`src/rtl/microwave_pkg.sv`:
```
// Shared microwave front-end types: keypad geometry, encoder states, key helpers.
// Latency: n/a (types and pure functions only).
// Backpressure: n/a.
package microwave_pkg;

  localparam int KEY_WIDTH   = 10;
  localparam int DIGIT_WIDTH = 4;

  typedef enum logic [1:0] {
    KE_IDLE     = 2'd0,
    KE_DEBOUNCE = 2'd1,
    KE_HELD     = 2'd2,
    KE_LOCKOUT  = 2'd3
  } ke_state_t;

  typedef enum logic [1:0] {
    KC_NONE  = 2'd0,
    KC_ONE   = 2'd1,
    KC_MULTI = 2'd2
  } key_class_t;

  // Sort a keypad sample into no key, a single key, or several keys at once.
  function automatic key_class_t classify_keys(input logic [KEY_WIDTH-1:0] keys);
    int unsigned n;
    n = 0;
    for (int i = 0; i < KEY_WIDTH; i++) begin
      if (keys[i]) n++;
    end
    if (n == 0)      return KC_NONE;
    else if (n == 1) return KC_ONE;
    else             return KC_MULTI;
  endfunction

  // One-hot key lines to BCD; bit n maps to digit n. Only meaningful for one-hot input.
  function automatic logic [DIGIT_WIDTH-1:0] onehot_to_bcd(input logic [KEY_WIDTH-1:0] keys);
    logic [DIGIT_WIDTH-1:0] d;
    d = '0;
    for (int i = 0; i < KEY_WIDTH; i++) begin
      if (keys[i]) d = DIGIT_WIDTH'(i);
    end
    return d;
  endfunction

endpackage

```
`src/rtl/keypad_encoder_stable_counter.sv`:
```
// Counts consecutive stable samples; pulses hit when the run reaches MAX_COUNT.
// Latency: hit is combinational from this cycle's command; count updates at the edge.
// Backpressure: none; a hit consumes the run so the next phase starts from zero.
module stable_counter #(
  parameter int unsigned MAX_COUNT = 4,
  parameter int unsigned CNT_W     = $clog2(MAX_COUNT + 1)
) (
  input  logic clock,
  input  logic clear,
  input  logic restart,
  input  logic advance,
  output logic hit
);

  localparam logic [CNT_W:0] MAX_W = (CNT_W + 1)'(MAX_COUNT);

  logic [CNT_W-1:0] count;
  logic [CNT_W:0]   count_inc;
  logic [CNT_W:0]   next_val;

  assign count_inc = {1'b0, count} + (CNT_W + 1)'(1);

  // Next run length: a new run starts at one, a continued run saturates at the limit.
  always_comb begin
    next_val = '0;
    if (restart) begin
      next_val = (CNT_W + 1)'(1);
    end else if (advance) begin
      next_val = (count_inc > MAX_W) ? MAX_W : count_inc;
    end
  end

  assign hit = (restart || advance) && (next_val >= MAX_W);

  // Hold the run length; any other command (or a hit) drops it back to zero.
  always_ff @(posedge clock) begin
    if (clear) begin
      count <= '0;
    end else if (hit) begin
      count <= '0;
    end else begin
      count <= next_val[CNT_W-1:0];
    end
  end

endmodule

```
`src/rtl/keypad_encoder.sv`:
```
// Debounces the one-hot keypad, rejects multi-key presses, emits one BCD digit strobe per press.
// Latency: DEBOUNCE_CYCLES+1 edges from a clean press to valid (one input register + debounce).
// Backpressure: none; a press accepted while enable=0 is consumed without a strobe.
module keypad_encoder
  import microwave_pkg::*;
#(
  parameter int unsigned DEBOUNCE_CYCLES = 4
) (
  input  logic                   clock,
  input  logic                   clear,
  input  logic                   enable,
  input  logic [KEY_WIDTH-1:0]   keypad,
  output logic [DIGIT_WIDTH-1:0] digit,
  output logic                   valid,
  output logic                   pressed,
  output logic                   multi_err
);

  ke_state_t            state;
  logic [KEY_WIDTH-1:0] kp_q;
  logic [KEY_WIDTH-1:0] cand;
  key_class_t           kp_class;
  logic                 cnt_restart;
  logic                 cnt_advance;
  logic                 cnt_hit;

  assign kp_class = classify_keys(kp_q);

  // One counter serves press debounce and both release paths.
  stable_counter #(
    .MAX_COUNT (DEBOUNCE_CYCLES)
  ) u_stable (
    .clock   (clock),
    .clear   (clear),
    .restart (cnt_restart),
    .advance (cnt_advance),
    .hit     (cnt_hit)
  );

  // Tell the counter whether this sample starts, extends or breaks a stable run.
  always_comb begin
    cnt_restart = 1'b0;
    cnt_advance = 1'b0;
    case (state)
      KE_IDLE: begin
        cnt_restart = (kp_class == KC_ONE);
      end
      KE_DEBOUNCE: begin
        if (kp_class == KC_ONE) begin
          if (kp_q == cand) cnt_advance = 1'b1;
          else              cnt_restart = 1'b1;
        end
      end
      KE_HELD, KE_LOCKOUT: begin
        cnt_advance = (kp_class == KC_NONE);
      end
      default: ;
    endcase
  end

  // Input register, press/release state machine and registered outputs.
  always_ff @(posedge clock) begin
    if (clear) begin
      kp_q      <= '0;
      cand      <= '0;
      state     <= KE_IDLE;
      digit     <= '0;
      valid     <= 1'b0;
      pressed   <= 1'b0;
      multi_err <= 1'b0;
    end else begin
      kp_q      <= keypad;
      valid     <= 1'b0;
      multi_err <= 1'b0;
      case (state)
        KE_IDLE: begin
          if (kp_class == KC_MULTI) begin
            state     <= KE_LOCKOUT;
            multi_err <= 1'b1;
          end else if (kp_class == KC_ONE) begin
            cand <= kp_q;
            if (cnt_hit) begin
              state   <= KE_HELD;
              digit   <= onehot_to_bcd(kp_q);
              pressed <= 1'b1;
              valid   <= enable;
            end else begin
              state <= KE_DEBOUNCE;
            end
          end
        end
        KE_DEBOUNCE: begin
          if (kp_class == KC_NONE) begin
            state <= KE_IDLE;
          end else if (kp_class == KC_MULTI) begin
            state     <= KE_LOCKOUT;
            multi_err <= 1'b1;
          end else begin
            // A different single key restarts the run around the new candidate.
            cand <= kp_q;
            if (cnt_hit) begin
              state   <= KE_HELD;
              digit   <= onehot_to_bcd(kp_q);
              pressed <= 1'b1;
              valid   <= enable;
            end
          end
        end
        KE_HELD: begin
          if (cnt_hit) begin
            state   <= KE_IDLE;
            pressed <= 1'b0;
          end
        end
        KE_LOCKOUT: begin
          multi_err <= (kp_class == KC_MULTI);
          if (cnt_hit) begin
            state <= KE_IDLE;
          end
        end
        default: state <= KE_IDLE;
      endcase
    end
  end

endmodule

```
`config.mk`:
```
export PLATFORM = sky130hd
export DESIGN_NAME = keypad_encoder
export DESIGN_NICKNAME = d
export VERILOG_FILES = /design/src/rtl/microwave_pkg.sv /design/src/rtl/keypad_encoder_stable_counter.sv /design/src/rtl/keypad_encoder.sv
export SDC_FILE = /design/constraint.sdc
export NUM_CORES = 1
export LEC_CHECK = 0
export CAP_MARGIN = 0
export CORE_MARGIN = 2
export CORE_UTILIZATION = 44
export CTS_BUF_LIST = sky130_fd_sc_hd__clkbuf_8
export DETAILED_ROUTE_END_ITERATION = 10
export PLACE_DENSITY = 0.74
export SLEW_MARGIN = 0
export SYNTH_ARGS = -nofsm -noshare
export SYNTH_HDL_FRONTEND = slang
export SYNTH_HIERARCHICAL = 1
export SYNTH_SLANG_ARGS = --single-unit
```
`constraint.sdc`:
```
create_clock -name clock -period 21.9 [get_ports clock]
set_input_delay 4.38 -clock clock [delete_from_list [all_inputs] [get_ports clock]]
set_output_delay 4.38 -clock clock [all_outputs]
set_load 0.03 [all_outputs]
```
# Yosys cells after proc, flatten, opt, wreduce, memory -nomap -nowiden
# Index checks and enable logic that the tools add are counted.
dict set report word_totals {
  out_inout_bits 7
  elab_cells 112
  ff_bits 32
  in_bits 13
}
dict set report op_classes {
  n_eq_ne 15
  mux 65
  n_reduce_logical 12
  magnitude_cmp 2
  n_addsub 10
}
# cell n
set op_table {}
lappend op_table {{32-bit by 1-bit adder with 32-bit output, second input constant} 9}
lappend op_table {{32-bit two-way mux} 9}
lappend op_table {{4-bit two-way mux} 16}
lappend op_table {{10-bit two-way mux} 4}
lappend op_table {{32-bit by 1-bit equality test with 1-bit output, second input constant} 1}
lappend op_table {{32-bit zero test} 1}
lappend op_table {{10-bit one-hot mux with 2 select lines} 1}
lappend op_table {{1-bit two-way mux} 19}
lappend op_table {{2-bit two-way mux} 9}
lappend op_table {{10-bit equality test} 1}
lappend op_table {{2-bit inequality test, second input constant} 5}
lappend op_table {{4-bit one-hot mux with 2 select lines} 1}
lappend op_table {{2-bit equality test, second input constant} 3}
lappend op_table {{1-bit one-hot mux with 2 select lines} 3}
lappend op_table {{1-bit one-hot mux with 3 select lines} 2}
lappend op_table {{2-bit one-hot mux with 3 select lines} 1}
lappend op_table {{6-bit AND reduction} 1}
lappend op_table {{5-bit AND reduction} 1}
lappend op_table {{3-bit by 1-bit adder with 4-bit output, second input constant} 1}
lappend op_table {{2-bit by 1-bit equality test with 1-bit output, second input constant} 2}
lappend op_table {{4-bit by 3-bit greater-or-equal comparator with 1-bit output, second input constant} 1}
lappend op_table {{4-bit by 3-bit > comparator with 1-bit output, second input constant} 1}
lappend op_table {{2-bit zero test} 2}
lappend op_table {{4-bit inequality test, second input constant} 1}
lappend op_table {{other kinds (8)} 9}

# Longest topological paths before layout
# Gate-level depths: netlist (run 1).
dict set report logic_depth {
  depth_word 33
  mapped_depth 35
  ltp_nobuf 32
}

# Hierarchy
# Netlist (run 1), hierarchy kept.
# module seq_area_each_um2 instances cells_each area_per_inst_um2
set modules_own_cells {}
lappend modules_own_cells {keypad_encoder 580.6 1 264 2307.2}
lappend modules_own_cells {stable_counter 60.1 1 14 141.4}

# Worst setup path before layout (run 1)
# No wires, ideal clock.
dict set report synth_path {
  path_type {register to register}
  start {register kp_q[0]}
  end {register state[0]}
  n_path_buf 3
  setup_ns 0.086
  path_stages_with_launch 35
  period_less_slack_ns 7.060
  slack_ns 14.840
  required_ns 21.814
  arrival_ns 6.975
  cell_sequence {dfxtp_1 inv_1 ha_1 clkbuf_2 xor2_1 ha_1 mux2_2 ha_1 mux2_2 ha_1 inv_1 a22o_1 nand2_1 ha_1 nand2b_1 o21a_1 ha_1 mux2i_1 a31oi_1 ha_1 nand2_1 xor2_1 xnor2_1 a211o_1 or3b_4 a2111oi_4 buf_4 nor2b_1 nand2b_1 a211oi_1 clkbuf_1 nor2_1 nor2_1 mux2_2 a211oi_1}
}
dict set report synth_between {
  word_cells_on_any_way 48
  cone_classes {add/sub (9); order compare (1); eq/ne (7); mux (26); reduce/logical (5)}
}
# item line
set synth_lines {}
lappend synth_lines {{start: declaration} keypad_encoder.sv:20} ;# logic [KEY_WIDTH-1:0] kp_q;
lappend synth_lines {{start signal: assignment} keypad_encoder.sv:72} ;# kp_q <= keypad;
lappend synth_lines {{1-bit two-way mux} microwave_pkg.sv:27} ;# if (keys[i]) n++;
lappend synth_lines {{32-bit by 1-bit adder with 32-bit output} microwave_pkg.sv:27}
lappend synth_lines {{32-bit two-way mux} microwave_pkg.sv:27}
lappend synth_lines {{32-bit by 1-bit adder with 32-bit output} microwave_pkg.sv:27}
lappend synth_lines {{32-bit two-way mux} microwave_pkg.sv:27}
lappend synth_lines {{32-bit by 1-bit adder with 32-bit output} microwave_pkg.sv:27}
lappend synth_lines {{32-bit two-way mux} microwave_pkg.sv:27}
lappend synth_lines {{32-bit by 1-bit adder with 32-bit output} microwave_pkg.sv:27}
lappend synth_lines {{(+17 left out)} n/a}
lappend synth_lines {{named net cnt_restart} keypad_encoder.sv:23} ;# logic cnt_restart;
lappend synth_lines {{4-bit two-way mux} keypad_encoder_stable_counter.sv:26} ;# if (restart) begin
lappend synth_lines {{4-bit by 3-bit greater-or-equal comparator with 1-bit output} keypad_encoder_stable_counter.sv:33} ;# assign hit = (restart || advance) && (next_val >= MAX_W);
lappend synth_lines {{1-bit logical AND (*)} keypad_encoder_stable_counter.sv:33}
lappend synth_lines {{named net cnt_hit} keypad_encoder.sv:25} ;# logic cnt_hit;
lappend synth_lines {{2-bit two-way mux} keypad_encoder.sv:82} ;# if (cnt_hit) begin
lappend synth_lines {{2-bit two-way mux} keypad_encoder.sv:80} ;# end else if (kp_class == KC_ONE) begin
lappend synth_lines {{2-bit two-way mux} keypad_encoder.sv:77} ;# if (kp_class == KC_MULTI) begin
lappend synth_lines {{2-bit one-hot mux with 3 select lines} keypad_encoder.sv:75} ;# case (state)
lappend synth_lines {{end signal: assignment} keypad_encoder.sv:78} ;# state <= KE_LOCKOUT;
lappend synth_lines {{end signal: assignment} keypad_encoder.sv:83} ;# state <= KE_HELD;
lappend synth_lines {{end signal: assignment} keypad_encoder.sv:88} ;# state <= KE_DEBOUNCE;
lappend synth_lines {{end: declaration} keypad_encoder.sv:19} ;# ke_state_t state;
# The timed path passes the listed nets; every way through them passes the cells marked *. The select of a mux whose other input is x is not followed.
# A chain may end at the register's enable or synchronous reset.

# Final worst setup path (run 1)
dict set report layout_path {
  start {register kp_q[0]}
  end {register pressed}
}
dict set report layout_between {
  elab_chain_cells 33
  word_cells_on_any_way 50
  cone_classes {add/sub (9); order compare (1); eq/ne (9); mux (26); reduce/logical (5)}
}
# item line
set layout_rtl {}
lappend layout_rtl {{1-bit two-way mux} microwave_pkg.sv:27}
lappend layout_rtl {{32-bit by 1-bit adder with 32-bit output} microwave_pkg.sv:27}
lappend layout_rtl {{32-bit two-way mux} microwave_pkg.sv:27}
lappend layout_rtl {{32-bit by 1-bit adder with 32-bit output} microwave_pkg.sv:27}
lappend layout_rtl {{32-bit two-way mux} microwave_pkg.sv:27}
lappend layout_rtl {{32-bit by 1-bit adder with 32-bit output} microwave_pkg.sv:27}
lappend layout_rtl {{32-bit two-way mux} microwave_pkg.sv:27}
lappend layout_rtl {{32-bit by 1-bit adder with 32-bit output} microwave_pkg.sv:27}
lappend layout_rtl {{(+17 left out)} n/a}
lappend layout_rtl {{named net cnt_advance} keypad_encoder.sv:24} ;# logic cnt_advance;
lappend layout_rtl {{4-bit two-way mux} keypad_encoder_stable_counter.sv:28} ;# end else if (advance) begin
lappend layout_rtl {{4-bit two-way mux} keypad_encoder_stable_counter.sv:26}
lappend layout_rtl {{4-bit by 3-bit greater-or-equal comparator with 1-bit output} keypad_encoder_stable_counter.sv:33}
lappend layout_rtl {{1-bit logical AND (*)} keypad_encoder_stable_counter.sv:33}
lappend layout_rtl {{named net cnt_hit} keypad_encoder.sv:25}
lappend layout_rtl {{1-bit two-way mux} n/a}
lappend layout_rtl {{1-bit two-way mux, on equally long branches (2 in a row)} n/a}
lappend layout_rtl {{1-bit one-hot mux with 3 select lines} n/a}
lappend layout_rtl {{end signal: assignment} keypad_encoder.sv:69} ;# pressed <= 1'b0;
lappend layout_rtl {{end signal: assignment} keypad_encoder.sv:85} ;# pressed <= 1'b1;
lappend layout_rtl {{end signal: assignment} keypad_encoder.sv:104} ;# pressed <= 1'b1;
lappend layout_rtl {{end: declaration} keypad_encoder.sv:15} ;# output logic pressed,
# Marks and branches as above.

==> run_results.csv, run 1 <==
group,metric,value,unit
grt,top_usage_layer,"met2",
synth,synthesis.nets,305,
critical_path,worstPathMaxFanout,12,
cts,cts.clk_slew.worst_paths,0.07,ns
synth,synth_edf_count,0,
synth,synth_top_area_share,26.2,%
cts,ctsResizeCount,0,
grt,grt_start_max_net_pins,26,
die,num_io_pins,20,
sta,finClkSkew,0.00614,ns
detailed_routing,viasPerCell,5.39,
critical_path,slowest_stage,"a211oi_1",
critical_path,required,22.09,ns
finish,multi_input_area,0.00167,sq mm
critical_path,cp_slowest_stage_delay,0.56,ns
placed_design,dp_hpwl,3.58,mm
critical_path,ff2ff_path_depth,32,
finish,fill_cells,481,
cts,post-cts-setup-buffer-count,0,
cts,cts_hold_buf,0,
grt,gr-total-overflow,0,
synth,ys_seq_elements,32,
detailed_routing,drt_wl_total,4.84,mm
finish,syn_to_final_growth,12.8,%
placed_design,finalWeightedCongestion,0.827,
sta,max_freq,0.130,GHz
sta,setup_viol,0,
grt,grt_usage,16.8,%
sta,hold_viol,0,
run,maxCapViolations,0,
die,placementRows,27,
sta,finalSetupTns,0,ns
synth,yosys-top-cells-area,"dfxtp_1 (26%), ha_1 (7.2%), xnor2_1 (5.0%), xor2_1 (4.6%), a21oi_1 (3.9%)",
die,coreArea,0.00544,sq mm
cts,cts.sinks,32,
worst_hold_path,worstHoldStart,"digit[2]",
detailed_routing,vias,1945,
die,dieArea,0.00618,sq mm
critical_path,worstPathArrival,7.88,ns
sta,worst_pin_slew,0.816,ns
detailed_routing,dr.pass1.iters,4,
finish,post-route-util,50.8,%
grt,use_met2,29.1,%
synth,yosysUniqueCellTypes,66,
finish,nets,315,
synth,synthArstFlopShare,0,%
placed_design,place.port_buffers,19,
finish,drive_gt1_share,11.4,%
synth,synth.most_common_cell,"dfxtp_1",
finish,regArea,641,sq um
detailed_routing,drc,0,
finish,diodes,0,
synth,seq_area_frac_synth,26.2,%
detailed_routing,drt-initial-drc-count,85,
grt,grt_pass1_vias,1820,
cts,insertion_delay,0.28,ns
cts,cts_made_buffers,5,
die,dieWidth,78.6,microns
power,powerDensity,83.8,mW/mm^2
die,initial_core_util,45.0,%
synth,syn-cell-area,0.00245,sq mm
sta,slew_headroom,45.4,%
power,vdd_drop_max,53.8,uV
sta,rsz0062_at_grt,"false",
cts,cts_tree,"yes",
synth,syn_inst,278,
synth,yosysTopAreaCell,"dfxtp_1",
synth,syn_area_per_cell,8.81,sq um
synth,ys_warn_count,6,
sta,min_period_over_period,35.1,%
cts,cts_max_level,2,
detailed_routing,ant_nets,0,
worst_hold_path,min_to,"digit[2]",
critical_path,end_kind,"flip-flop",
worst_hold_path,hold_depth,2,
critical_path,crit_type,"flip-flop to flip-flop",
critical_path,crit_top_cell,"ha_1",
synth,synthFlopType,"dfxtp_1",
power,p_leak,1.11,nW
cts,cts_buffer_depth,2,
sta,slew_viol_final,0,
critical_path,r2r_slack,14.21,ns
worst_hold_path,holdCritPathClass,"flip-flop to flip-flop",
sta,period_minus_slack,7.69,ns
grt,met3_usage,2.99,%
detailed_routing,wl_per_cell,13.4,microns
critical_path,reg2reg_to,"pressed",
critical_path,worst_setup_path_start_kind,"flip-flop",
grt,grt_use_met1,21.3,%
grt,grt_pass1_wl,8.36,mm
critical_path,reg2reg_from,"kp_q[0]",
cts,root_buffer,"clkbuf_8",
die,fp.dieH,78.6,microns
grt,antenna_found_initial,0,
status,status,"finished clean",
synth,synth_common_cells,"dfxtp_1 (32), nand2_1 (23), a21oi_1 (19)",
## worst max-delay path by stage
stage / start / slack [ns] / cells past startpoint / end
floorplan: kp_q[0] / 14.84 / 34 / state[0]
global placement: kp_q[1] / 14.55 / 32 / pressed
detailed placement: kp_q[0] / 14.36 / 32 / pressed
CTS: kp_q[0] / 14.27 / 32 / pressed
global route: kp_q[1] / 13.65 / 32 / pressed
finish: kp_q[0] / 14.21 / 32 / pressed
## state kept, by name, indices dropped and copies added (netlist names)
name,flops
multi_err,1
kp_q,10
state,2
u_stable/count,3
digit,4
pressed,1
cand,10
valid,1
## cells by family (layout without fill, tap and decap cells)
logic type	count (synthesis)	count (layout)	share of synthesized area, %
and+or+nand+nor	91	91	21.2
AOI/OAI and AO/OA	66	66	20.1
xor gates and xnor gates	33	33	15.0
DFF	32	32	26.2
buffers and inverters	32	43	5.77
adders and majority gates	14	14	7.15
muxes	9	9	4.45
other	1	1	0.153
## per-stage QoR
step	cells	total power [mW]	setup WS, ns	hold WS, ns	area [sq um]
final	361	0.232	14.21	0.478	2760
after floorplan	278	0.156	14.84	0.513	2450
after global placement	353	0.174	14.55	0.472	2660
after detailed placement	353	0.177	14.36	0.480	2660
after CTS	361	0.232	14.27	0.489	2760
after global routing	361	0.250	13.65	0.498	2760
## layout by cell type, fill, tap and decap left out, drive strengths merged, types with 3 or more instances in the layout
cell	Yosys	final
mux2	5	5
and2	3	3
nand3	5	5
clkdlybuf4s50	0	19
dfxtp	32	32
a21oi	19	19
a2111oi	4	4
nor2b	14	14
inv	14	15
nand4	4	4
a211oi	4	4
clkbuf	9	5
o21ai	6	6
a31o	13	13
nor2	16	16
mux2i	3	3
nor4	3	3
xnor2	17	17
nand2b	3	3
xor2	13	13
nand3b	3	3
nor3	4	4
and4	3	3
ha	14	14
nand2	23	23
## worst max-delay path, delay by kind of cell (launching register included)
family | cells | cell delay [ns]
adders and majority gates | 7 | 2.11
AOI/OAI and AO/OA | 8 | 1.91
and+or+nand+nor | 8 | 1.58
muxes | 3 | 0.64
xor gates and xnor gates | 3 | 0.63
DFF | 1 | 0.41
buffers and inverters | 3 | 0.31
## routing by layer
metal  vias up  part of all wire [%]
met5         -                     0
met4         0                   1.1
met3         5                   2.6
met2        24                    48
met1       912                    49
li1       1004                     -
## area by class of cell
type / count / area share, %
clock inverters: 3 / 1.40
inverters: 14 / 1.90
well taps: 72 / 3.26
repair buffers: 21 / 7.43
clock buffers: 5 / 2.49
multi-input cells: 214 / 60.3
flip-flops and latches: 32 / 23.2
## power breakdown
part	internal (mW)	total, mW	switching (mW)
logic	0.0445	0.105	0.0609
registers	0.0645	0.0715	0.00703
clock network	0.0332	0.0545	0.0213
(Power assumes the default switching activity.)
==> run 2: changes to the inputs <==
--- a/config.mk
+++ b/config.mk
@@ -10,7 +10,7 @@
 export CORE_UTILIZATION = 44
 export CTS_BUF_LIST = sky130_fd_sc_hd__clkbuf_8
 export DETAILED_ROUTE_END_ITERATION = 10
-export PLACE_DENSITY = 0.74
+export PLACE_DENSITY = 0.77
 export SLEW_MARGIN = 0
 export SYNTH_ARGS = -nofsm -noshare
 export SYNTH_HDL_FRONTEND = slang
==> constraint.sdc (replaced) <==
create_clock -name clock -period 6.7 [get_ports clock]
set_input_delay 1.34 -clock clock [delete_from_list [all_inputs] [get_ports clock]]
set_output_delay 1.34 -clock clock [all_outputs]
set_load 0.03 [all_outputs]
==> run 2 against run 1 <==
  * Non-clock buffer count rose by 20
  * Via count up 8.6%
  * Core utilization is 6.8 points higher
  * Maximum frequency increased by 17%
  * Global-route usage is 0.18 points higher
  * Sequential share of layout area shrank 2.5 points
  * Cell count is 5.5% higher
  * Register-to-register slack got worse by 14 ns
  * Clock skew down 0.0015 ns
  * Hold slack improved by 0.014 ns
  * Count of clock-buffer cells in the layout increased by 2
  * Worst setup slack got worse by 14 ns
  * Largest cell class unchanged
  * Largest power group unchanged
==> run_results.csv, run 2 (synthesis gave the netlist of run 1 again) <==
group,metric,value,unit
status,status,"finished clean",
die,dieWidth,78.6,microns
power,pwr-share-comb,50.5,%
critical_path,required,6.89,ns
cts,cts.clk_slew.worst_paths,0.07,ns
worst_hold_path,worstHoldStart,"digit[2]",
power,powerDensity,281,mW/mm^2
finish,regArea,648,sq um
grt,gr-total-overflow,0,
sta,finClkSkew,0.00461,ns
placed_design,finalWeightedCongestion,0.811,
critical_path,worst_setup_path_start_kind,"flip-flop",
finish,post-route-util,57.6,%
detailed_routing,wl_per_cell,14.3,microns
run,maxCapViolations,0,
critical_path,slowest_stage,"or3b_4",
finish,fill_cells,458,
finish,layout_common_cells,"dfxtp_1 (30), buf_4 (22), nand2_1 (21), clkdlybuf4s50_1 (19), a21oi_1 (18)",
detailed_routing,dr.pass1.iters,4,
die,placementRows,27,
power,p_leak,1.25,nW
placed_design,placed_cell_area,0.00278,sq mm
finish,largest_registers,"cand x10, kp_q x10, digit x4",
sta,setup_viol,0,
cts,root_buffer,"clkbuf_8",
power,p_clk_share,23.1,%
grt,grt_usage,17.0,%
die,initial_core_util,45.0,%
detailed_routing,ant_nets,0,
finish,syn_to_final_growth,27.8,%
placed_design,pre_cts_ws,-0.121,ns
detailed_routing,drc,0,
grt,grt_pass1_vias,1936,
cts,cts_max_level,2,
critical_path,reg2reg_from,"kp_q[1]",
detailed_routing,viasPerCell,5.54,
grt,grt_start_max_net_pins,26,
critical_path,reg2reg_to,"state[0]",
worst_hold_path,min_to,"digit[2]",
finish,multi_input_area,0.00186,sq mm
cts,cts.sinks,32,
critical_path,crit_type,"flip-flop to flip-flop",
power,vdd_drop_max,180,uV
die,coreArea,0.00544,sq mm
detailed_routing,drt_wl_total,5.45,mm
critical_path,worstPathMaxFanout,8,
placed_design,place.port_buffers,19,
sta,worst_pin_slew,0.933,ns
power,p_int,0.547,mW
detailed_routing,drt-initial-drc-count,85,
cts,cts_hold_buf,0,
finish,nets,335,
finish,drive_gt1_share,27.5,%
finish,mostFrequentLayoutCell,"dfxtp_1",
cts,cts_buffer_depth,2,
die,dieArea,0.00618,sq mm
sta,min_period_over_period,97.8,%
power,seq_power_share,26.4,%
sta,period_minus_slack,6.55,ns
cts,cts_tree,"yes",
critical_path,r2r_slack,0.15,ns
critical_path,end_kind,"flip-flop",
critical_path,crit_top_cell,"ha_4",
die,fp.dieH,78.6,microns
sta,slew_viol_final,0,
power,switching_power,0.333,mW
sta,hold_viol,0,
power,p_sw_share,37.9,%
worst_hold_path,holdCritPathClass,"flip-flop to flip-flop",
finish,final_area,0.00313,sq mm
cts,insertion_delay,0.28,ns
die,num_io_pins,20,
worst_hold_path,hold_depth,2,
critical_path,ff2ff_path_depth,33,
cts,cts_made_buffers,5,
critical_path,worstPathArrival,6.75,ns
finish,diodes,0,
sta,max_freq,0.153,GHz
critical_path,cp_slowest_stage_delay,0.41,ns
sta,timing.final.ws_setup,0.146,ns
grt,antenna_found_initial,0,
placed_design,dp_hpwl,3.77,mm
sta,slew_headroom,37.6,%
sta,rsz0062_at_grt,"true",
grt,grt_pass1_wl,8.57,mm
detailed_routing,vias,2112,
==> run 2: cell count changes in the layout (fill, tap and decap cells not counted), sizes merged <==
cell and delta:
buf +20, clkbuf +2, clkinv -1, inv -1
==> run 2: how the worst max path moves through the flow <==
stage | startpoint | end | slack (ns) | depth (start not counted)
final | kp_q[1] | state[0] | 0.15 | 33
after global placement | kp_q[0] | pressed | -0.03 | 32
after CTS | kp_q[0] | pressed | 0.01 | 32
after floorplan | kp_q[0] | state[0] | 0.02 | 34
after global routing | kp_q[1] | state[0] | -0.14 | 32
after detailed placement | kp_q[0] | pressed | -0.12 | 32
==> run 2: timing repair <==
item	CTS	global route
pin swaps	3	12
resized for setup	3	26
endpoints found under the setup margin	4	7
buffers inserted	6	7
==> run 2: power by group through the flow <==
stage | combinational [mW] | clock [mW] | sequential, mW
after floorplan | 0.298 | 0 | 0.234
after global placement | 0.369 | 0 | 0.234
after detailed placement | 0.381 | 0 | 0.236
after CTS | 0.393 | 0.206 | 0.232
after global routing | 0.487 | 0.212 | 0.234
final | 0.445 | 0.203 | 0.232
==> run 2: area by class of cell <==
cell class,count,share of cell area (%)
Multi-Input combinational cell,214,59.4
Sequential cell,32,20.7
Timing Repair Buffer,41,11.4
Clock buffer,7,3.08
Tap cell,72,2.88
Inverter,14,1.68
Clock inverter,1,0.959
==> run 2: through the flow <==
stage               cells  power [mW]  hold slack, ns  TNS, ns
finish                381       0.881           0.492        0
global route          381       0.934           0.527   -0.263
CTS                   374       0.831           0.492        0
detailed placement    360       0.617           0.482   -0.239
global placement      360       0.604           0.479  -0.0418
floorplan             278       0.532           0.482        0
==> run 2: worst max-delay path: cells and delay by family, from the launching register on <==
family          cells  cell delay [ns]
flops               1             0.36
compound gates      7             1.25
buf+inv             4             0.42
xor+xnor            3             0.55
fa+ha+maj           7             1.71
mux                 4             0.92
simple gates        8             1.24
==> run 2: routing by layer <==
layer | GRT usage, % | vias to the layer above | part of all wire, %
li1 | - | 1046 | -
met1 | 20.9 | 1006 | 44
met2 | 30.7 | 50 | 51
met3 | 2.18 | 10 | 3.1
met4 | 4.91 | 0 | 1.5
met5 | 0 | - | 0
==> run 3: changes to the inputs <==
--- a/config.mk
+++ b/config.mk
@@ -5,6 +5,7 @@
 export SDC_FILE = /design/constraint.sdc
 export NUM_CORES = 1
 export LEC_CHECK = 0
+export ABC_CLOCK_PERIOD_IN_PS = 6700
 export CAP_MARGIN = 0
 export CORE_MARGIN = 2
 export CORE_UTILIZATION = 44
==> results of run 3 <==
The final DEF is identical to that of run 2; final timing and power are the same.
